$ cat src/rtl/uart_frame_pkg.sv
// Shared types for the UART host-frame decoder: FSM states, status codes and the default sync marker.
package uart_frame_pkg;

    typedef enum logic [1:0] {
        IDLE    = 2'd0,
        LEN     = 2'd1,
        PAYLOAD = 2'd2,
        CHK     = 2'd3
    } state_t;

    typedef enum logic [1:0] {
        ERR_OK      = 2'd0,
        ERR_LEN     = 2'd1,
        ERR_CHK     = 2'd2,
        ERR_TIMEOUT = 2'd3
    } err_t;

    localparam logic [7:0] SYNC_DEFAULT = 8'hA5;

endpackage

$ cat src/rtl/uart_frame_decoder.sv
// Parses SYNC, LEN, payload[, CHK] host frames from a byte stream into WORD_W-bit words with per-frame status.
// Optional trailing checksum byte is enabled by defining FRAME_CHECKSUM_EN.
module uart_frame_decoder
    import uart_frame_pkg::*;
#(
    parameter int         WORD_W         = 16,
    parameter int         MAX_WORDS      = 64,
    parameter logic [7:0] SYNC_BYTE      = SYNC_DEFAULT,
    parameter int         TIMEOUT_CYCLES = 1_000_000
) (
    input  logic              clk,
    input  logic              rst_n,
    input  logic [7:0]        s_data_i,
    input  logic              s_valid_i,
    output logic              s_ready_o,
    output logic [WORD_W-1:0] m_data_o,
    output logic              m_valid_o,
    output logic              m_last_o,
    input  logic              m_ready_i,
    output logic              done_o,
    output logic [1:0]        err_o
);

    localparam int BPW  = WORD_W / 8;
    localparam int BC_W = (BPW > 1) ? $clog2(BPW) : 1;
    localparam int TO_W = (TIMEOUT_CYCLES > 1) ? $clog2(TIMEOUT_CYCLES + 1) : 1;
    localparam logic [BC_W-1:0] BYTE_LAST = BC_W'(BPW - 1);
    localparam logic [TO_W-1:0] TO_LAST   = TO_W'((TIMEOUT_CYCLES > 0) ? TIMEOUT_CYCLES - 1 : 0);

    state_t            r_state;
    logic [BC_W-1:0]   r_byteCnt;
    logic [7:0]        r_wordLen;
    logic [7:0]        r_wordCnt;
    logic [WORD_W-1:0] r_asm;
    logic [TO_W-1:0]   r_toCnt;
    logic [WORD_W-1:0] r_mData;
    logic              r_mValid;
    logic              r_mLast;
    logic              r_done;
    err_t              r_err;
`ifdef FRAME_CHECKSUM_EN
    logic [7:0]        r_chk;
`endif

    logic              w_sReady;
    logic              w_byteXfer;
    logic              w_wordXfer;
    logic              w_wordDone;
    logic              w_lastWord;
    logic              w_lenBad;
    logic              w_timeout;
    logic [WORD_W-1:0] w_nextAsm;

    // Input side stalls only while a held word is waiting on downstream.
    assign w_sReady   = !(r_mValid && !m_ready_i);
    assign w_byteXfer = s_valid_i && w_sReady;
    assign w_wordXfer = r_mValid && m_ready_i;
    assign w_wordDone = (r_byteCnt == BYTE_LAST);
    assign w_lastWord = (r_wordCnt == r_wordLen);
    assign w_lenBad   = (s_data_i == 8'd0) || (32'(s_data_i) > MAX_WORDS);
    assign w_nextAsm  = WORD_W'({r_asm, s_data_i});

    // A byte arriving in the expiry cycle wins, and backpressure never counts as idle time.
    assign w_timeout  = (TIMEOUT_CYCLES != 0) && (r_state != IDLE) && w_sReady
                        && !w_byteXfer && (r_toCnt == TO_LAST);

    assign s_ready_o  = w_sReady;
    assign m_data_o   = r_mData;
    assign m_valid_o  = r_mValid;
    assign m_last_o   = r_mLast;
    assign done_o     = r_done;
    assign err_o      = r_err;

    always_ff @(posedge clk or negedge rst_n) begin
        if (!rst_n) begin
            r_state   <= IDLE;
            r_byteCnt <= '0;
            r_wordLen <= '0;
            r_wordCnt <= '0;
            r_asm     <= '0;
            r_toCnt   <= '0;
            r_mData   <= '0;
            r_mValid  <= 1'b0;
            r_mLast   <= 1'b0;
            r_done    <= 1'b0;
            r_err     <= ERR_OK;
`ifdef FRAME_CHECKSUM_EN
            r_chk     <= '0;
`endif
        end else begin
            r_done <= 1'b0;

            if (w_wordXfer) begin
                r_mValid <= 1'b0;
                r_mLast  <= 1'b0;
            end

            if (r_state == IDLE || w_byteXfer) begin
                r_toCnt <= '0;
            end else if (w_sReady && TIMEOUT_CYCLES != 0) begin
                r_toCnt <= r_toCnt + 1'b1;
            end

`ifndef FRAME_CHECKSUM_EN
            // Without a checksum the frame ends when its last word leaves the output register.
            if (w_wordXfer && r_mLast) begin
                r_done <= 1'b1;
                r_err  <= ERR_OK;
            end
`endif

            if (w_timeout) begin
                r_state   <= IDLE;
                r_byteCnt <= '0;
                r_done    <= 1'b1;
                r_err     <= ERR_TIMEOUT;
            end else if (w_byteXfer) begin
                case (r_state)
                    IDLE: begin
                        if (s_data_i == SYNC_BYTE) begin
                            r_state <= LEN;
                        end
                    end
                    LEN: begin
                        if (w_lenBad) begin
                            r_state <= IDLE;
                            r_done  <= 1'b1;
                            r_err   <= ERR_LEN;
                        end else begin
                            r_state   <= PAYLOAD;
                            r_wordLen <= s_data_i;
                            r_wordCnt <= 8'd1;
                            r_byteCnt <= '0;
`ifdef FRAME_CHECKSUM_EN
                            r_chk     <= s_data_i;
`endif
                        end
                    end
                    PAYLOAD: begin
                        r_asm <= w_nextAsm;
`ifdef FRAME_CHECKSUM_EN
                        r_chk <= r_chk ^ s_data_i;
`endif
                        if (w_wordDone) begin
                            r_byteCnt <= '0;
                            r_mData   <= w_nextAsm;
                            r_mValid  <= 1'b1;
                            r_mLast   <= w_lastWord;
                            if (w_lastWord) begin
`ifdef FRAME_CHECKSUM_EN
                                r_state <= CHK;
`else
                                r_state <= IDLE;
`endif
                            end else begin
                                r_wordCnt <= r_wordCnt + 8'd1;
                            end
                        end else begin
                            r_byteCnt <= r_byteCnt + 1'b1;
                        end
                    end
`ifdef FRAME_CHECKSUM_EN
                    CHK: begin
                        r_state <= IDLE;
                        r_done  <= 1'b1;
                        r_err   <= (s_data_i == r_chk) ? ERR_OK : ERR_CHK;
                    end
`endif
                    default: begin
                        r_state <= IDLE;
                    end
                endcase
            end
        end
    end

endmodule

$ cat config.mk
export PLATFORM = sky130hd
export DESIGN_NAME = uart_frame_decoder
export DESIGN_NICKNAME = d
export VERILOG_FILES = /design/src/rtl/uart_frame_pkg.sv /design/src/rtl/uart_frame_decoder.sv
export SDC_FILE = /design/constraint.sdc
export NUM_CORES = 1
export LEC_CHECK = 0
export BUFFER_PORTS_ARGS = -buffer_cell sky130_fd_sc_hd__clkbuf_2
export CAP_MARGIN = 20
export CORE_UTILIZATION = 40
export CTS_BUF_LIST = sky130_fd_sc_hd__clkbuf_2 sky130_fd_sc_hd__clkbuf_4 sky130_fd_sc_hd__clkbuf_8
export DETAILED_ROUTE_END_ITERATION = 6
export PLACE_DENSITY = 0.54
export SLEW_MARGIN = 0
export SYNTH_ARGS = -nofsm -noshare
export SYNTH_HDL_FRONTEND = slang
export SYNTH_SLANG_ARGS = --single-unit
$ cat constraint.sdc
create_clock -name clk -period 1.98 [get_ports clk]
set_clock_uncertainty 0.05 [all_clocks]
set_input_delay 0.198 -clock clk [delete_from_list [all_inputs] [get_ports clk]]
set_output_delay 0.198 -clock clk [all_outputs]
set_load 0.03 [all_outputs]
### After elaboration in Yosys (flattened, before gate mapping)

Index checks and enable logic that the tools add are counted.

* flip-flop bits (word level): 68
* bits of input ports: 12
* output and inout bits: 22

* add/sub/neg operators: 3
* order comparisons: 1
* eq/ne operators: 13
* multiplexer cells: 38
* bitwise operators: 2
* reductions and logical operators: 24

Operator list (count)
* $mux W20: 2
* $mux W8: 3
* $mux W2: 11
* $add A20 B1 Y20 const B: 1
* $eq A20 B20 Y1 const B: 1
* $mux W1: 19
* $pmux W8 S2: 1
* $reduce_and A4 Y1: 3
* $ne A3 B3 Y1 const B: 3
* $add A8 B1 Y8 const B: 1
* $eq A8 B8 Y1: 1
* $eq A8 B8 Y1 const B: 1
* $gt A8 B7 Y1 const B: 1
* $logic_not A8 Y1: 1
* $logic_and A1 B1 Y1: 7
* $ne A2 B2 Y1 const B: 3
* $pmux W2 S3: 1
* $reduce_and A3 Y1: 2
* $reduce_and A6 Y1: 1
* $reduce_bool A2 Y1: 3
* $logic_not A1 Y1: 3
* $ne A3 B2 Y1 const B: 1
* $reduce_bool A3 Y1: 1
* $eq A2 B1 Y1 const B: 1
* 7 further kinds: 9

### Longest topological paths before layout

Gate-level depths: netlist of the first run.

* depth after elaboration: 9
* depth in mapped cells: 9
* depth with buffers taken out: 6

### Worst setup path after synthesis of the first run

Ideal clock, no wire load.

* path type: flip-flop to flip-flop
* from: reg r_mValid (netlist: m_valid_o)
* to: reg r_state[0]
* setup time: 83 ps
* data arrival time: 1822 ps
* required time: 1847 ps
* setup slack: 25 ps
* stages on the path, launching flop included: 8
* cell sequence: dfrtp_1 -> nor2b_1 -> buf_6 -> inv_1 -> buf_2 -> nand2_1 -> or4_1 -> o21ai_0

* cells in the longest elaborated chain, start to end: 8

Ends and longest elaborated chain
* from (decl): RTL line uart_frame_decoder.sv:37 `logic r_mValid;`
* from (signal assigned): RTL line uart_frame_decoder.sv:83 `r_mValid <= 1'b0;`
* from (signal assigned): RTL line uart_frame_decoder.sv:94 `r_mValid <= 1'b0;`
* from (signal assigned): RTL line uart_frame_decoder.sv:147 `r_mValid <= 1'b1;`
* $logic_and A1 B1 Y1 (*): RTL line uart_frame_decoder.sv:55 `assign w_sReady = !(r_mValid && !m_ready_i);`
* $logic_not A1 Y1 (*): RTL line uart_frame_decoder.sv:55
* net s_ready_o: RTL line uart_frame_decoder.sv:15 `output logic s_ready_o,`
* $logic_and A1 B1 Y1: RTL line uart_frame_decoder.sv:56 `assign w_byteXfer = s_valid_i && w_sReady;`
* $logic_not A1 Y1: RTL line uart_frame_decoder.sv:65 `&& !w_byteXfer && (r_toCnt == TO_LAST);`
* $logic_and A1 B1 Y1 (2 in series): RTL line uart_frame_decoder.sv:65
* $ne A3 B2 Y1 (no line) (tied with other cells)
* $reduce_and A4 Y1 (no line)
* to (signal assigned): RTL line uart_frame_decoder.sv:76 `r_state <= IDLE;`
* to (signal assigned): RTL line uart_frame_decoder.sv:113 `r_state <= IDLE;`
* to (signal assigned): RTL line uart_frame_decoder.sv:121 `r_state <= LEN;`
* to (decl): RTL line uart_frame_decoder.sv:30 `state_t r_state;`

The timed path passes the listed nets; every way through them passes the cells marked *.
A chain may end at the register's enable or synchronous reset.

### Worst setup path after layout of the first run

* from: reg r_mValid (netlist: m_valid_o)
* to: reg r_state[1]

* cells in the longest elaborated chain, start to end: 8

Ends and longest elaborated chain (RTL line)
* $logic_and A1 B1 Y1 (*): uart_frame_decoder.sv:55
* $logic_not A1 Y1 (*): uart_frame_decoder.sv:55
* $logic_and A1 B1 Y1: uart_frame_decoder.sv:56
* $logic_not A1 Y1: uart_frame_decoder.sv:65
* $logic_and A1 B1 Y1 (2 in series): uart_frame_decoder.sv:65
* $ne A3 B2 Y1 (no line) (tied with other cells)
* $reduce_and A4 Y1 (no line)

Every way passes the cells marked *; elsewhere a longest branch is shown, timed or not.

==> results.cfg, run 1 <==
[sta]
tns_ns = 0
finalHoldViolCount = 0
slew_violations = 0
period_needed_ns = 1.84
timing.fmax_ghz = 0.543
tightest_slew_ns = 0.438
rsz0062_at_grt = false
slew_headroom_pct = 70.6
finalSetupViolations = 0
fin_crit_sh_pct = 92.9

[yosys]
synth.yosys.warnings = 0
synth.avg_cell_area_um2 = 11.4
synth-simple-area-share_pct = 19.3
synth.area.top_cells = dfrtp_1 (54%), mux2_2 (10%), xor2_1 (6.4%)
synthMuxAreaShare_pct = 11.3
netlist_top_cells_count = dfrtp_1 (68), nand2_1 (33), mux2_2 (29)
synth_top_flop_cell = dfrtp_1
synth_edf_count = 0
ys_seq_area_share_pct = 54.1
synth_cell_type_count = 42
syn_area_um2 = 3140
synth_top_cell_by_area = dfrtp_1
synth-xor-area-share_pct = 7.52
synth.top_cell.area_share_pct = 54.1
synth-compound-area-share_pct = 4.93
ys_ff_latch = 68
synth_most_common_cell = dfrtp_1
synth_cells = 277
synth_fp_nets = 291
synth_top_family_by_area = simple AND/OR/NAND/NOR gates
synth-adder-area-share_pct = 0.796
async_flop_share_pct = 100

[clocking]
clk_pin_slew_ns = 0.07
cts_htree_levels = 3
cts_buffers = 9
cts_buffer_depth = 2
cts_tree = yes
cts_root_buf = clkbuf_8
clock_sinks = 68
clk_latency_ns = 0.34

[global_routing]
overflow = 0
grt_max_degree = 37
grt_use_total_pct = 17.2
antenna_found_initial = 0
grt_pass1_wl_mm = 10.9
grt_pass1_vias = 2189

[routing]
drtIter0Drc = 88
postRouteAntennaNets = 0
drcViolationCount = 0
viasPerCell = 5.10
dr.pass1.iters = 4
routedWlPerCell_um = 14.2
vias = 2208
routed_wl_mm = 6.15

[setup_path]
r2r_cells = 5
cp_num_buf_inv = 1
crit_family = simple AND/OR/NAND/NOR gates
rr_startpoint = m_valid_o
crit_chain = nor2b_1 > buf_4 > or3_1 > nor3_2 > o21ai_0
reg2reg_to = r_state[1]
critPathKind = reg -> reg
critPathLaunch = m_valid_o
crit_slowest_cell = or3_1
critPathRequiredTime_ns = 2.15
worst_ep_arrival_time_ns = 2.01
reg2reg_slack_ns = 0.14
cp_max_fo = 9
slowest_delay_ns = 0.46
critPathCaptureType = flip-flop
crit_path_start_kind = flip-flop

[floorplanning]
dieArea_um2 = 8220
core.rowCount = 31
die_h_um = 90.7
die_x_um = 90.7
ios = 34
start_util_pct = 42.4
coreArea_um2 = 7410

[cells_and_area]
nNetsFinal = 344
drive_gt1_share_pct = 31.4
syn_to_final_growth_pct = 18.6
antennaDiodeCount = 0
final_cells = 433
fin_util_pct = 50.3
n_fill_cell = 694

[placement]
portBuffers = 33
dp_hpwl_mm = 4.34
gp_congestion = 0.813
placedCellCount = 417

[job]
max_cap_violations = 0

[min_path]
hold_start = s_data_i[1]
min_path_type = in -> reg
holdPathStages = 2
min_to = r_wordLen[1]

[power]
p_leak_uw = 0.00180
ir_worst_vdd_uv = 379
power.density_nw_per_um2 = 737

[status]
outcome = finished, final reports clean
-- worst max-delay path by stage --
| stage | endpoint | cells after the start |
|---|---|---|
| floorplan | r_state[0] | 7 |
| finish | r_state[1] | 5 |
| detailed placement | r_state[1] | 5 |
| global placement | r_state[1] | 5 |
| global route | r_wordCnt[4] | 8 |
| CTS | r_state[1] | 5 |
-- what timing repair did --
action | 4_1_cts | 5_1_grt
gates resized for setup | 1 | 1
endpoints found under the setup margin | 1 | 1
hold endpoints to repair | 68 | 0
setup buffers | 0 | 0
hold buffers | 1 | 0
pin swaps | 0 | 0
-- power breakdown --
part,internal (uW),switching (uW)
registers,1440,31.2
clock network,598,506
logic,72.4,103
total,2110,640
-- registers in the layout (all words and copies together), names as in the netlist --
name and flops:
r_byteCnt 1, r_asm 8, done_o 1, r_state 2, m_last_o 1, r_wordCnt 8, err_o 2, m_valid_o 1
r_wordLen 8, m_data_o 16, r_toCnt 20
-- per-stage QoR --
stage	cell area, um2	setup WS, ns	hold WS [ns]	power [uW]
floorplan	3140	0.0249	-0.148	1580
global placement	3520	0.0362	-0.00330	1670
detailed placement	3520	0.00982	-0.00526	1670
CTS	3720	0.139	0.0720	2790
global route	3730	0.00792	0.0732	2870
finish	3730	0.140	0.0796	2750
-- final cells by class --
cell class                 instances  area [um2]  area share, %
multi-input combinational        198        1390           37.1
tap                               99         124           3.32
clock buffer                      14         186           5.00
timing repair buffer              51         319           8.56
clock inverter                     1        5.00          0.134
sequential                        68        1700           45.6
inverter                           2        7.51          0.201
-- metal layers --
metal	global-route usage [%]	up-vias	part of all wire, %
met1	25.2	1081	53
met2	23.2	41	41
met4	8.87	0	2.0
met5	0	-	0
li1	-	1075	-
met3	4.29	11	3.8
-- layout by cell type, fill, tap and decap left out, types with 3 or more instances in the layout --
cell type,Yosys,final
a21oi_1,4,4
buf_4,0,15
clkbuf_2,0,32
clkbuf_8,0,13
dfrtp_1,68,68
mux2_2,29,29
mux2i_1,3,3
nand2_1,33,33
nand3_1,15,15
nand4_1,5,5
nor2_1,25,25
nor3_1,4,3
nor4_1,5,5
o21ai_0,11,10
or3_1,5,5
xnor2_1,4,4
xor2_1,23,23
-- logic make-up (layout without fill, tap and decap cells) --
kind of cell	Yosys count	in the layout
and+or+nand+nor	113	113
xor gates and xnor gates	27	27
muxes	32	32
adders and majority gates	2	2
AOI/OAI and AO/OA	24	24
buffers and inverters	11	68
DFF	68	68
No activity file was read; power rests on OpenSTA's default activity.
==> run 2: changes to the inputs <==
--- a/config.mk
+++ b/config.mk
@@ -7,10 +7,10 @@
 export LEC_CHECK = 0
 export BUFFER_PORTS_ARGS = -buffer_cell sky130_fd_sc_hd__clkbuf_2
 export CAP_MARGIN = 20
-export CORE_UTILIZATION = 40
+export CORE_UTILIZATION = 62
 export CTS_BUF_LIST = sky130_fd_sc_hd__clkbuf_2 sky130_fd_sc_hd__clkbuf_4 sky130_fd_sc_hd__clkbuf_8
 export DETAILED_ROUTE_END_ITERATION = 6
-export PLACE_DENSITY = 0.54
+export PLACE_DENSITY = 0.8
 export SLEW_MARGIN = 0
 export SYNTH_ARGS = -nofsm -noshare
 export SYNTH_HDL_FRONTEND = slang
==> constraint.sdc (replaced) <==
create_clock -name clk -period 2.3 [get_ports clk]
set_clock_uncertainty 0.05 [all_clocks]
set_input_delay 0.23 -clock clk [delete_from_list [all_inputs] [get_ports clk]]
set_output_delay 0.23 -clock clk [all_outputs]
set_load 0.03 [all_outputs]
==> run 2 against run 1 <==
Effect of this change:
- non-clock buffer count decreased by 11
- hold slack improved by 0.060 ns
- register-to-register slack improved by 0.06 ns
- sequential power decreased by 14%
- via count increased by 1.7%
- clock-buffer cell count unchanged
- critical path depth increased by 3
- fmax decreased by 12%
==> results.cfg, run 2 (same netlist as run 1, synthesis figures left out) <==
[status]
outcome = finished, final reports clean

[cells_and_area]
drive_gt1_share_pct = 29.0
syn_to_final_growth_pct = 13.6
largest_reg_flops = 20
final_cell_mix = dfrtp_1 (68), nand2_1 (33), clkbuf_2 (32)
final_common_cell = dfrtp_1
top_register = r_toCnt
antennaDiodeCount = 0
nNetsFinal = 333

[floorplanning]
die_x_um = 73.2
coreArea_um2 = 4790
die_h_um = 73.2
dieArea_um2 = 5360
start_util_pct = 65.7
core.rowCount = 25
ios = 34

[placement]
dp_hpwl_mm = 4.26
gp_congestion = 0.842
portBuffers = 33

[sta]
fin_crit_sh_pct = 91.2
finalHoldViolCount = 0
finalSetupViolations = 0
timing.fmax_ghz = 0.477
hold_ws_ns = 0.139
tns_ns = 0
tightest_slew_ns = 0.586
rsz0062_at_grt = false
slew_violations = 0
period_needed_ns = 2.10
slew_headroom_pct = 60.6

[setup_path]
cp_num_buf_inv = 3
cp_max_fo = 11
reg2reg_to = r_byteCnt
crit_chain = nor2b_1 > buf_4 > inv_1 > buf_4 > nand3_1 > and2_1 > a21oi_1 > nor2_1
reg2reg_slack_ns = 0.20
critPathLaunch = m_valid_o
crit_family = simple AND/OR/NAND/NOR gates
slowest_delay_ns = 0.41
worst_ep_arrival_time_ns = 2.27
crit_path_start_kind = flip-flop
critPathKind = reg -> reg
crit_slowest_cell = dfrtp_1
cp-endpoint = r_byteCnt
critPathCaptureType = flip-flop
cp_num_cells = 8
r2r_cells = 8
cpMostUsedCell = buf_4
rr_startpoint = m_valid_o
critPathRequiredTime_ns = 2.47

[routing]
postRouteAntennaNets = 0
dr_wl_met3_um = 319
wl_met1_mm = 2.86
drcViolationCount = 0
vias = 2246
drtIter0Drc = 180
dr.pass1.iters = 5
routed_wl_mm = 6.16
met2RoutedLength_mm = 2.85
viasPerCell = 5.74
highest_layer = met4
routedWlPerCell_um = 15.8

[min_path]
min_path_type = in -> reg

[global_routing]
grt_pass1_vias = 2160
grt_use_total_pct = 26.2
overflow = 0
grt_max_degree = 28
grt_pass1_wl_mm = 10.3
antenna_found_initial = 0

[clocking]
cts_buffer_depth = 2
clock_sinks = 68
cts_root_buf = clkbuf_8
cts_htree_levels = 3
clk_latency_ns = 0.34
cts_buffers = 9
clk_pin_slew_ns = 0.07
cts_tree = yes

[power]
p_leak_uw = 0.00173
power.density_nw_per_um2 = 643
ir_worst_vdd_uv = 536

[job]
max_cap_violations = 0
## run 2: cell types whose count changed in the layout (fill, tap and decap cells not counted)
| cell | delta |
|---|---|
| buf_4 | -9 |
| clkbuf_4 | +3 |
| clkbuf_8 | -3 |
| buf_12 | -1 |
| buf_6 | -1 |
| clkinv_2 | +1 |
| nor3_1 | +1 |
| nor3_2 | -1 |
## run 2: through the flow
step,setup slack (ns),cell area (um2),std cells,total power [uW],util [%]
3_3_place_gp,0.331,3380,374,1420,70.7
5_1_grt,0.00690,3570,391,2370,74.6
4_1_cts,0.199,3570,391,2310,74.6
2_1_floorplan,0.345,3140,277,1360,-
6_report,0.203,3570,391,2300,74.6
3_5_place_dp,0.267,3380,374,1430,70.7
## run 2: report_power, final
group | internal (uW) | switching [uW]
Clock | 466 | 419
Sequential | 1240 | 30.3
Combinational | 54.7 | 87.2
## run 2: worst min-delay path by stage
stage,startpoint,to,slack [ns],cells after the start
4_1_cts,s_data_i[3],m_data_o[3],0.13,2
5_1_grt,s_data_i[1],r_wordLen[1],0.12,2
3_5_place_dp,rst_n,r_wordCnt[2],0.22,1
2_1_floorplan,rst_n,done_o,-0.12,0
6_report,s_data_i[4],r_wordLen[4],0.14,2
3_3_place_gp,rst_n,r_wordCnt[2],0.22,1
## run 2: metal layers
layer  up-vias  global-route usage (%)
met5         -                       0
met4         0                    12.2
met3        14                    6.63
met2        71                    39.9
met1      1101                    35.4
li1       1060                       -
## run 2: worst register-to-register path: cells and delay by family, from the launching register on
| kind | cells | cell delay [ns] |
|---|---|---|
| buf+inv | 3 | 0.44 |
| compound gates | 1 | 0.14 |
| flops | 1 | 0.41 |
| simple gates | 4 | 0.95 |
## run 2: area by class of cell
type | count | area [um2]
timing repair buffer | 40 | 220
tap | 67 | 83.8
sequential | 68 | 1700
clock buffer | 14 | 168
clock inverter | 2 | 10.0
multi-input combinational | 198 | 1380
inverter | 2 | 7.51
fill | 346 | 1210
## run 2: repair_timing
action | in CTS | in global routing
hold buffers | 1 | 0
endpoints found under the hold margin | 23 | 0
resized for setup | 0 | 0
setup buffers | 0 | 0
==> run 3: changes to the inputs <==
--- a/config.mk
+++ b/config.mk
@@ -7,6 +7,7 @@
 export LEC_CHECK = 0
 export BUFFER_PORTS_ARGS = -buffer_cell sky130_fd_sc_hd__clkbuf_2
 export CAP_MARGIN = 20
+export CORE_ASPECT_RATIO = 0.7
 export CORE_UTILIZATION = 62
 export CTS_BUF_LIST = sky130_fd_sc_hd__clkbuf_2 sky130_fd_sc_hd__clkbuf_4 sky130_fd_sc_hd__clkbuf_8
 export DETAILED_ROUTE_END_ITERATION = 6
==> run 3 against run 2 <==
Effect of this change:
- the run now ends with hold timing left
- critical path type unchanged
- critical path depth down 3
- sequential cell count did not move
- first-iteration DRC count is 12% lower
- routed wire length about the same
- largest power group unchanged
- design area is 0.67% higher
==> results.cfg, run 3 (same netlist as run 1, synthesis figures left out) <==
[status]
outcome = complete, but fails checks
violations = hold timing

[placement]
place_area_um2 = 3390
portBuffers = 33
gp_congestion = 0.863
dp_hpwl_mm = 4.35
pre_cts_ws_ns = 0.398

[setup_path]
worst_ep_arrival_time_ns = 2.07
crit_path_start_kind = flip-flop
crit_chain = xor2_1 > nor4_1 > a21oi_1 > nor2_1 > mux2i_1
crit_family = simple AND/OR/NAND/NOR gates
cp_max_fo = 8
cp_num_buf_inv = 0
crit_slowest_cell = nor4_1
critPathRequiredTime_ns = 2.45
slowest_delay_ns = 0.48
critPathKind = reg -> reg
critPathCaptureType = flip-flop

[floorplanning]
die_x_um = 87.1
start_util_pct = 65.0
dieArea_um2 = 5360
die_h_um = 61.6
core.rowCount = 21
ios = 34
coreArea_um2 = 4830

[cells_and_area]
final_cell_mix = dfrtp_1 (68), nand2_1 (33), clkbuf_2 (32)
nNetsFinal = 333
syn_to_final_growth_pct = 14.3
drive_gt1_share_pct = 29.3
final_common_cell = dfrtp_1
post-route-cell-area_um2 = 3590
top_register = r_toCnt
antennaDiodeCount = 0
largest_reg_flops = 20

[clocking]
cts-resized-gates = 0
cts_root_buf = clkbuf_8
cts_setup_buffers = 0
clk_latency_ns = 0.35
cts_tree = yes
cts_htree_levels = 3
cts_buffer_depth = 2
clock_sinks = 68
hold_buffers = 0
cts_buffers = 9
clk_pin_slew_ns = 0.07

[global_routing]
grt_use_total_pct = 26.5
grt_pass1_wl_mm = 10.1
grt_max_degree = 69
grt_pass1_vias = 2017
overflow = 0
antenna_found_initial = 0

[sta]
tightest_slew_ns = 0.821
slew_headroom_pct = 45.2
finalSetupViolations = 0
slew_violations = 0
fin_crit_sh_pct = 83.6
hold_ws_ns = -0.00492
rsz0062_at_grt = false
period_needed_ns = 1.92
tns_ns = 0
final.setup.worst_slack_ns = 0.377
finalHoldViolCount = 5
timing.fmax_ghz = 0.520

[job]
max_cap_violations = 0

[routing]
postRouteAntennaNets = 0
drtIter0Drc = 158
routedWlPerCell_um = 15.7
routed_wl_mm = 6.16
viasPerCell = 5.67
dr.pass1.iters = 4
drcViolationCount = 0
vias = 2230

[power]
ir_worst_vdd_uv = 580
power.density_nw_per_um2 = 668
p_leak_uw = 0.00173
power_uw = 2400

[min_path]
min_path_type = in -> async
-- run 3: cell count changes in the layout (fill, tap and decap cells not counted), sizes merged --
cell and delta:
clkinvlp +2, clkinv +1, clkbuf -4, buf +1
bufinv +1, dlygate4sd3 -1
-- run 3: per-layer routing --
metal | share of wire (%) | vias to the layer above | global-route usage (%) | wire [um]
met5 | 0 | - | 0 | 0
met4 | 1.4 | 0 | 9.37 | 88
met3 | 5.9 | 10 | 10.6 | 365
met2 | 43 | 63 | 36.8 | 2650
met1 | 50 | 1106 | 37.9 | 3060
li1 | - | 1051 | - | -
-- run 3: final timing paths --
kind                               from           end  slack [ns]  cells after the start
hold / removal                    rst_n  r_wordCnt[2]      -0.005                      2
hold reg to reg                err_o[0]      err_o[0]        0.42                      2
max in group asynchronous         rst_n   m_data_o[0]        1.66                      2
min in group clk            s_data_i[3]  r_wordLen[3]        0.12                      2
setup / recovery           r_wordCnt[5]  r_wordCnt[0]        0.38                      5
setup reg to reg           r_wordCnt[5]  r_wordCnt[0]        0.38                      5
-- run 3: layout make-up --
type	count	area (um2)
sequential	68	1700
fill	363	1240
inverter	2	7.51
timing repair buffer	40	218
tap	69	86.3
clock inverter	6	63.8
multi-input combinational	198	1380
clock buffer	10	138
-- run 3: stage by stage --
stage	std cells	hold WS (ns)	utilization, %
2_1_floorplan	277	-0.116	-
3_3_place_gp	377	0.401	70.2
3_5_place_dp	377	0.413	70.2
4_1_cts	393	0.0344	74.4
5_1_grt	393	0.0885	74.4
6_report	393	-0.00492	74.4
-- run 3: power breakdown --
group | switching, uW | internal [uW]
Clock | 460 | 527
Sequential | 31.9 | 1240
Combinational | 88.0 | 54.7
